File: config.mk
export PLATFORM = sky130hd
export DESIGN_NAME = fifo_gray_ptr
export DESIGN_NICKNAME = d
export VERILOG_FILES = /design/src/rtl/fifo_pkg.sv /design/src/rtl/gray2bin.sv /design/src/rtl/fifo_gray_ptr.sv
export SDC_FILE = /design/constraint.sdc
export NUM_CORES = 1
export LEC_CHECK = 0
export ABC_AREA = 1
export CAP_MARGIN = 20
export CELL_PAD_IN_SITES_DETAIL_PLACEMENT = 0
export CELL_PAD_IN_SITES_GLOBAL_PLACEMENT = 1
export CORE_MARGIN = 4
export CORE_UTILIZATION = 28
export DETAILED_ROUTE_END_ITERATION = 16
export GPL_ROUTABILITY_DRIVEN = 0
export PLACE_DENSITY_LB_ADDON = 0.1
export SETUP_SLACK_MARGIN = 0.2
export SLEW_MARGIN = 20
export SYNTH_ARGS = -nofsm -noshare
export SYNTH_HDL_FRONTEND = slang
export SYNTH_SLANG_ARGS = --single-unit
File: constraint.sdc
create_clock -name clk -period 1.75 [get_ports clk]
set_input_delay 0.35 -clock clk [delete_from_list [all_inputs] [get_ports clk]]
set_output_delay 0.35 -clock clk [all_outputs]
set_load 0.05 [all_outputs]
File: src/rtl/fifo_pkg.sv
// rtl/fifo_pkg.sv - shared types and helpers for the dual-clock FIFO pointer engines
package fifo_pkg;

    localparam int unsigned AW_MAX = 16;

    // Widest pointer (address plus wrap bit); narrower engines use the low AW+1 bits.
    typedef logic [AW_MAX:0] ptr_t;

    function automatic int unsigned depth(input int unsigned aw);
        return 32'd1 << aw;
    endfunction

    // In Gray code a pointer exactly one lap ahead differs from the other
    // pointer only in its two top bits.
    function automatic ptr_t full_mask(input int unsigned aw);
        return ptr_t'(3) << (aw - 32'd1);
    endfunction

    // Zero-extended inputs give the same low bits as a narrow conversion.
    function automatic ptr_t bin2gray_f(input ptr_t b);
        return b ^ (b >> 1);
    endfunction

endpackage

File: src/rtl/gray2bin.sv
// rtl/gray2bin.sv - combinational Gray to binary converter
// Ports:
//   gray  in  W  Gray-coded value
//   bin   out W  binary equivalent
module gray2bin #(
    parameter int unsigned W = 5
) (
    input  logic [W-1:0] gray,
    output logic [W-1:0] bin
);

    // Each binary bit is the XOR of all Gray bits at or above it.
    always_comb begin
        bin = '0;
        for (int i = 0; i < W; i++) begin
            bin[i] = ^(gray >> i);
        end
    end

endmodule

File: src/rtl/fifo_gray_ptr.sv
// rtl/fifo_gray_ptr.sv - binary/Gray pointer engine with registered full or empty flag
// Optional feature macro: FIFO_GRAY_PTR_LEVEL_EN (adds level and almost outputs)
// Parameters:
//   AW         address width, depth = 2^AW (2..16)
//   IS_WR      1 = write side (flag = full), 0 = read side (flag = empty)
//   ALMOST_TH  almost threshold in entries (1..2^AW-1)
// Ports:
//   clk        in   1     side clock
//   rst        in   1     synchronous active-high reset
//   inc        in   1     push (write side) or pop (read side) request
//   sync_gray  in   AW+1  other side's Gray pointer, already synchronised
//   addr       out  AW    RAM address, ptr_bin[AW-1:0]
//   ptr_bin    out  AW+1  binary pointer with wrap bit
//   ptr_gray   out  AW+1  registered Gray pointer for the other domain
//   flag       out  1     full or empty
//   err        out  1     one-cycle pulse when inc was refused
//   level      out  AW+1  occupancy seen by this side (macro only)
//   almost     out  1     almost-full or almost-empty (macro only)
module fifo_gray_ptr
    import fifo_pkg::*;
#(
    parameter int unsigned AW        = 4,
    parameter bit          IS_WR     = 1'b1,
    parameter int unsigned ALMOST_TH = 1
) (
    input  logic          clk,
    input  logic          rst,
    input  logic          inc,
    input  logic [AW:0]   sync_gray,
    output logic [AW-1:0] addr,
    output logic [AW:0]   ptr_bin,
    output logic [AW:0]   ptr_gray,
    output logic          flag,
    output logic          err
`ifdef FIFO_GRAY_PTR_LEVEL_EN
    ,
    output logic [AW:0]   level,
    output logic          almost
`endif
);

    localparam int unsigned PW = AW + 1;

    logic        acc;
    logic [AW:0] bin_nxt;
    logic [AW:0] gray_nxt;
    logic        flag_nxt;

    // A refused request leaves bin_nxt equal to ptr_bin, so no pointer moves.
    assign acc      = inc & ~flag;
    assign bin_nxt  = ptr_bin + PW'(acc);
    assign gray_nxt = PW'(bin2gray_f(ptr_t'(bin_nxt)));
    assign addr     = ptr_bin[AW-1:0];

    // Flags compare the next pointer so they switch on the same edge as the
    // pointer that causes them, and the next request is refused at once.
    if (IS_WR) begin : g_full
        localparam logic [AW:0] FULL_MASK = PW'(full_mask(AW));
        assign flag_nxt = (gray_nxt == (sync_gray ^ FULL_MASK));
    end else begin : g_empty
        assign flag_nxt = (gray_nxt == sync_gray);
    end

    always_ff @(posedge clk) begin
        if (rst) begin
            ptr_bin  <= '0;
            ptr_gray <= '0;
            flag     <= !IS_WR;
            err      <= 1'b0;
        end else begin
            ptr_bin  <= bin_nxt;
            ptr_gray <= gray_nxt;
            flag     <= flag_nxt;
            err      <= inc & flag;
        end
    end

`ifdef FIFO_GRAY_PTR_LEVEL_EN
    logic [AW:0] sbin;
    logic [AW:0] level_nxt;
    logic        almost_nxt;

    gray2bin #(
        .W (PW)
    ) u_gray2bin (
        .gray (sync_gray),
        .bin  (sbin)
    );

    // Modulo-2^(AW+1) subtraction yields the occupancy across the wrap.
    if (IS_WR) begin : g_level_wr
        localparam logic [AW:0] ALMOST_LVL = PW'(depth(AW) - ALMOST_TH);
        assign level_nxt  = bin_nxt - sbin;
        assign almost_nxt = (level_nxt >= ALMOST_LVL);
    end else begin : g_level_rd
        localparam logic [AW:0] ALMOST_LVL = PW'(ALMOST_TH);
        assign level_nxt  = sbin - bin_nxt;
        assign almost_nxt = (level_nxt <= ALMOST_LVL);
    end

    always_ff @(posedge clk) begin
        if (rst) begin
            level  <= '0;
            almost <= !IS_WR;
        end else begin
            level  <= level_nxt;
            almost <= almost_nxt;
        end
    end
`endif

endmodule

**Yosys cells after proc, flatten, opt, wreduce, memory -nomap -nowiden**

Index checks and enable logic that the tools add are counted.

- Add/sub/neg operators: 1
- Eq/ne operators: 1
- Bitwise operators: 5

Operators by type and width:

| operator | count |
|---|---|
| $add A5 B1 Y5 | 1 |
| $eq A5 B5 Y1 | 1 |
| $xor A5 B4 Y5 | 1 |
| $and A1 B1 Y1 | 2 |
| $not A2 Y2 | 1 |
| $not A1 Y1 | 1 |

- Register bits after elaboration: 12
- Input port bits: 8
- Output and inout bits: 16
- Word-level logic and storage cells: 11

**Longest topological paths before layout**

- Word-level depth: 5
- Mapped depth: 12
- Mapped depth without buffers: 12

**Worst setup path before layout**

OpenSTA, ideal clock, no wires.

- Path type: register -> register
- Start point: register flag
- End point: register flag
- Setup time: 62 ps
- Data arrival time: 1,838 ps
- Data required time: 1,688 ps
- Path slack: -150 ps
- Cell stages (with the launch flop): 12
- Buffers on the path: 0
- Clock period less this slack: 1,900 ps
- Cell sequence: dfxtp_1 -> nor2_1 -> ha_1 -> ha_1 -> inv_2 -> nand2_1 -> nand2_1 -> nand2_1 -> nand2_1 -> nor2_1 -> nand4_1 -> nor2_2

- Word-level cells in the longest chain between the ends: 5

RTL lines:

| element | line | RTL |
|---|---|---|
| from (decl) | fifo_gray_ptr.sv:33 | `output logic flag,` |
| from (signal assigned) | fifo_gray_ptr.sv:68 | `flag <= !IS_WR;` |
| from (signal assigned) | fifo_gray_ptr.sv:73 | `flag <= flag_nxt;` |
| $not A1 Y1 | fifo_gray_ptr.sv:50 | `assign acc = inc & ~flag;` |
| $and A1 B1 Y1 | fifo_gray_ptr.sv:50 |  |
| $add A5 B1 Y5 | fifo_gray_ptr.sv:51 | `assign bin_nxt = ptr_bin + PW'(acc);` |
| via bin_nxt[1] | fifo_gray_ptr.sv:45 | `logic [AW:0] bin_nxt;` |
| $xor A5 B4 Y5 | fifo_pkg.sv:21 | `return b ^ (b >> 1);` |
| $eq A5 B5 Y1 | fifo_gray_ptr.sv:59 | `assign flag_nxt = (gray_nxt == (sync_gray ^ FULL_MASK));` |

The timed path passes the listed nets, and every way through them passes these cells.
A chain may end at the register's enable or synchronous reset.

**Worst setup path after layout**

- Start point: input port inc
- End point: register flag

- Word-level cells in the longest chain between the ends: 4

RTL lines:

| element | line | RTL |
|---|---|---|
| from (decl) | fifo_gray_ptr.sv:28 | `input logic inc,` |
| $and A1 B1 Y1 | fifo_gray_ptr.sv:50 |  |
| $add A5 B1 Y5 | fifo_gray_ptr.sv:51 |  |
| via bin_nxt[1] | fifo_gray_ptr.sv:45 |  |
| $xor A5 B4 Y5 | fifo_pkg.sv:21 |  |
| $eq A5 B5 Y1 | fifo_gray_ptr.sv:59 |  |

The timed path passes the listed nets, and every way through them passes these cells.

==> impl_table.tex <==
\begin{tabular}{lr}
\hline
Metric & Value \\
\hline
\multicolumn{2}{l}{\textbf{Global routing}} \\
\quad Overall overflow remaining after global route & 0 \\
\quad Initial antenna violation count & 0 \\
\quad All-Layer GR Usage & 0.1010 \\
\quad Largest net degree at the start of global routing & 11 \\
\quad Global-route wire length before repair & 2.470 mm \\
\quad Vias in the first global route & 574 \\
\multicolumn{2}{l}{\textbf{Logic synthesis}} \\
\quad Mapped Nets & 106 \\
\quad Number of warning messages in the yosys log & 0 \\
\quad Mapped Area & 640.6 sq um \\
\quad Flip-flop and latch count after synthesis & 11 \\
\quad Cell taking the most area after synthesis & dfxtp\_1 \\
\quad Area fraction of the dominant cell type after synthesis & 0.3438 \\
\quad Largest cells by area after synthesis & dfxtp\_1 34\%, nand2\_1 18\%, nand2\_2 7.8\% \\
\quad Register area share after synthesis & 0.3437 \\
\quad Average size of a mapped cell & 6.673 sq um \\
\quad Number of different library cells in the post-synthesis netlist & 15 \\
\quad Syn Inst Count & 96 \\
\multicolumn{2}{l}{\textbf{Worst setup path}} \\
\quad CP peak stage delay & 0.28 ns \\
\quad Largest delay share family, worst path & simple AND/OR/NAND/NOR gates \\
\quad Required time worst endpoint & 1.96 ns \\
\quad Type of element launching the critical path & primary input \\
\quad Reg-to-reg critical path startpoint & flag \\
\quad CP startpoint & inc \\
\quad Worst path most repeated cell & nand2\_1 \\
\quad Slowest cell on crit path & ha\_4 \\
\quad Sequence of cells on the critical path & dlygate4sd2\_1, inv\_2, nor2\_4, ha\_4, ha\_4, inv\_2, nand2\_1, nand2\_1, nand2\_1, nand2\_1, nor2\_1, nand4\_1, nor2\_2 \\
\quad Crit Path Class & primary input to flip-flop \\
\quad Buffers \& Inverters on Critical Path & 3 \\
\quad Endpoint type of the worst setup path & flip-flop \\
\quad Worst Path Arrival & 1.73 ns \\
\quad Maximum fanout encountered on the critical timing path & 3 \\
\multicolumn{2}{l}{\textbf{STA}} \\
\quad Number of pins exceeding their max-slew limit in the final report & 0 \\
\quad TNS Setup & 0 ns \\
\quad Finish-stage setup viols & 0 \\
\quad Fin crit period & 1.513 ns \\
\quad Post-Route Hold Slack & 0.4540 ns \\
\quad Post-route clock period utilization & 0.8644 \\
\quad Final hold violations & 0 \\
\quad Worst max-slew margin expressed relative to the limit & 0.6924 \\
\quad Fmax & 661.1 MHz \\
\quad Pin slew with the least headroom to its limit & 0.4608 ns \\
\quad Unrepaired setup endpoints after global routing & true \\
\quad Worst-case clock skew & 0.0004778 ns \\
\multicolumn{2}{l}{\textbf{Clocking}} \\
\quad CTS buffer count & 3 \\
\quad H-Tree Depth & 1 \\
\quad Number of sinks driven by the clock tree & 11 \\
\quad Clock tree from TritonCTS & built \\
\quad Clock slew seen by the registers of the worst setup and hold paths & 0.08 ns \\
\quad CTS max path bufs & 2 \\
\quad CTS Root Cell & clkbuf\_4 \\
\quad Clk\_lat worst skew & 0.27 ns \\
\multicolumn{2}{l}{\textbf{Die}} \\
\quad Horizontal die dimension & 55.83 um \\
\quad I/O pin total & 24 \\
\quad Height of the die & 55.83 um \\
\quad Area of the core & 2191 sq um \\
\quad Num rows & 17 \\
\quad Initial core utilization & 0.2924 \\
\quad Die area & 3117 sq um \\
\multicolumn{2}{l}{\textbf{Power and ir drop}} \\
\quad Worst supply voltage drop on vdd & 0.0003622 V \\
\quad Power density over the cells & 634.3 nW/um\^{}2 \\
\quad Share of power burned in combinational logic & 0.331 \\
\quad Final Total Pwr & 684.1 uW \\
\quad Switching power & 234.6 uW \\
\quad Leakage power figure & 0.5036 nW \\
\quad Clock power frac & 0.268 \\
\quad Sequential share of power & 0.401 \\
\quad Switching part of the total power & 0.3429 \\
\quad Internal power & 449.6 uW \\
\multicolumn{2}{l}{\textbf{Final layout}} \\
\quad Most frequent standard cell in the layout excluding fill and tap cells & buf\_4 \\
\quad Seq. cell area & 230.2 sq um \\
\quad Multi-input combinational cell area & 401.6 sq um \\
\quad Area growth from synthesis to layout & 68.36\% \\
\quad Commonest cells after routing, fill and taps aside & 24 x buf\_4, 22 x nand2\_1, 13 x nand2\_2 \\
\quad Layout cells sized above 1 & 0.4806 \\
\quad Number of inserted filler cells in the final layout & 227 \\
\quad Number of cells in the finished layout apart from fillers & 157 \\
\quad Number of antenna repair diodes & 0 \\
\quad Final \#Nets & 140 \\
\multicolumn{2}{l}{\textbf{Drt}} \\
\quad Via count & 697 \\
\quad Via density per instance & 4.439 \\
\quad Total detailed-routing wirelength & 1.579 mm \\
\quad Count of nets left with antenna violations after detail routing & 0 \\
\quad Mean routed wirelength per cell & 10.06 um \\
\quad DR pass1 iterations & 2 \\
\quad Iteration-0 DRC count of the detailed router & 3 \\
\quad Post-route DRC violation count & 0 \\
\multicolumn{2}{l}{\textbf{Run}} \\
\quad Reported max-cap violation count & 0 \\
\multicolumn{2}{l}{\textbf{Placed design}} \\
\quad Post-placement cell count & 150 \\
\quad Number of I/O port buffers & 23 \\
\quad Final HPWL from detailed placement & 1.191 mm \\
\multicolumn{2}{l}{\textbf{Outcome}} \\
\quad Run status & finished clean \\
\multicolumn{2}{l}{\textbf{Worst hold path}} \\
\quad HP Start & inc \\
\quad Hold WC Path Type & primary input to flip-flop \\
\hline
\end{tabular}
cell families (layout without fill, tap and decap cells):
family / after synthesis / count (layout) / share of synthesized area
flip-flops: 11 / 11 / 0.3437
adder cells (fa/ha/maj): 2 / 2 / 0.03906
AND/OR/NAND/NOR: 60 / 60 / 0.4395
buffers and inverters: 19 / 52 / 0.1465
AO/OA/AOI/OAI: 4 / 4 / 0.03125
synthesized netlist by cell type:
master	n
nand3_2	2
ha_1	2
nand2_2	8
nand3_1	4
nand4_1	5
nand3b_1	1
inv_1	9
a21oi_1	4
buf_4	6
nor2_1	9
dfxtp_1	11
nand2_1	30
nor2_2	1
inv_2	3
clkbuf_1	1
power by group through the flow:
stage	Clock (mW)	Combinational (mW)	Sequential, mW
floorplan	0	0.0927	0.321
global placement	0	0.218	0.278
detailed placement	0	0.218	0.278
CTS	0.191	0.221	0.273
global route	0.195	0.243	0.276
finish	0.183	0.226	0.274
path summary, 6_finish.rpt:
kind,depth (start not counted),to,slack (ns)
max,13,flag,0.24
min reg2reg,2,err,0.50
min,3,err,0.45
max reg2reg,11,flag,0.25
tightest hold or removal path, stage by stage:
cell and delay (ns):
dlygate4sd2_1 0.25, nand2_1 0.06, nor2_1 0.03
state kept, by name, indices dropped and copies added (netlist names):
signal / flops
err: 1
flag: 1
ptr_bin: 5
ptr_gray: 4
per-layer routing:
layer	track usage	routed length, um	vias up
met4	0.07119	26	0
met2	0.1554	798	17
li1	-	-	362
met5	0	0	-
met1	0.1215	654	316
met3	0.02552	100	2
through the flow:
step | cell area (sq um) | util | setup WS (ns)
after global routing | 1079 | 0.4923 | 0.1404
after global placement | 965.9 | 0.4409 | -0.2874
after detailed placement | 965.9 | 0.4409 | -0.2991
after floorplan | 664.4 | - | 0.2008
final | 1079 | 0.4923 | 0.2374
after CTS | 1013 | 0.4626 | 0.2057
final cells by class:
| cell class | count | share of cell area |
|---|---|---|
| clock buffer | 4 | 0.02436 |
| inverter | 12 | 0.04176 |
| multi-input combinational | 66 | 0.3724 |
| sequential | 11 | 0.2135 |
| tap | 28 | 0.03248 |
| timing repair buffer | 36 | 0.3155 |
what timing repair did:
action / 4_1_cts / 5_1_grt
hold buffers: 0 / 0
setup endpoints to repair: 3 / 5
pin swaps: 13 / 10
buffers inserted: 2 / 1
resized for setup: 4 / 15
endpoints found under the hold margin: 0 / 0
(Power assumes the default switching activity.)
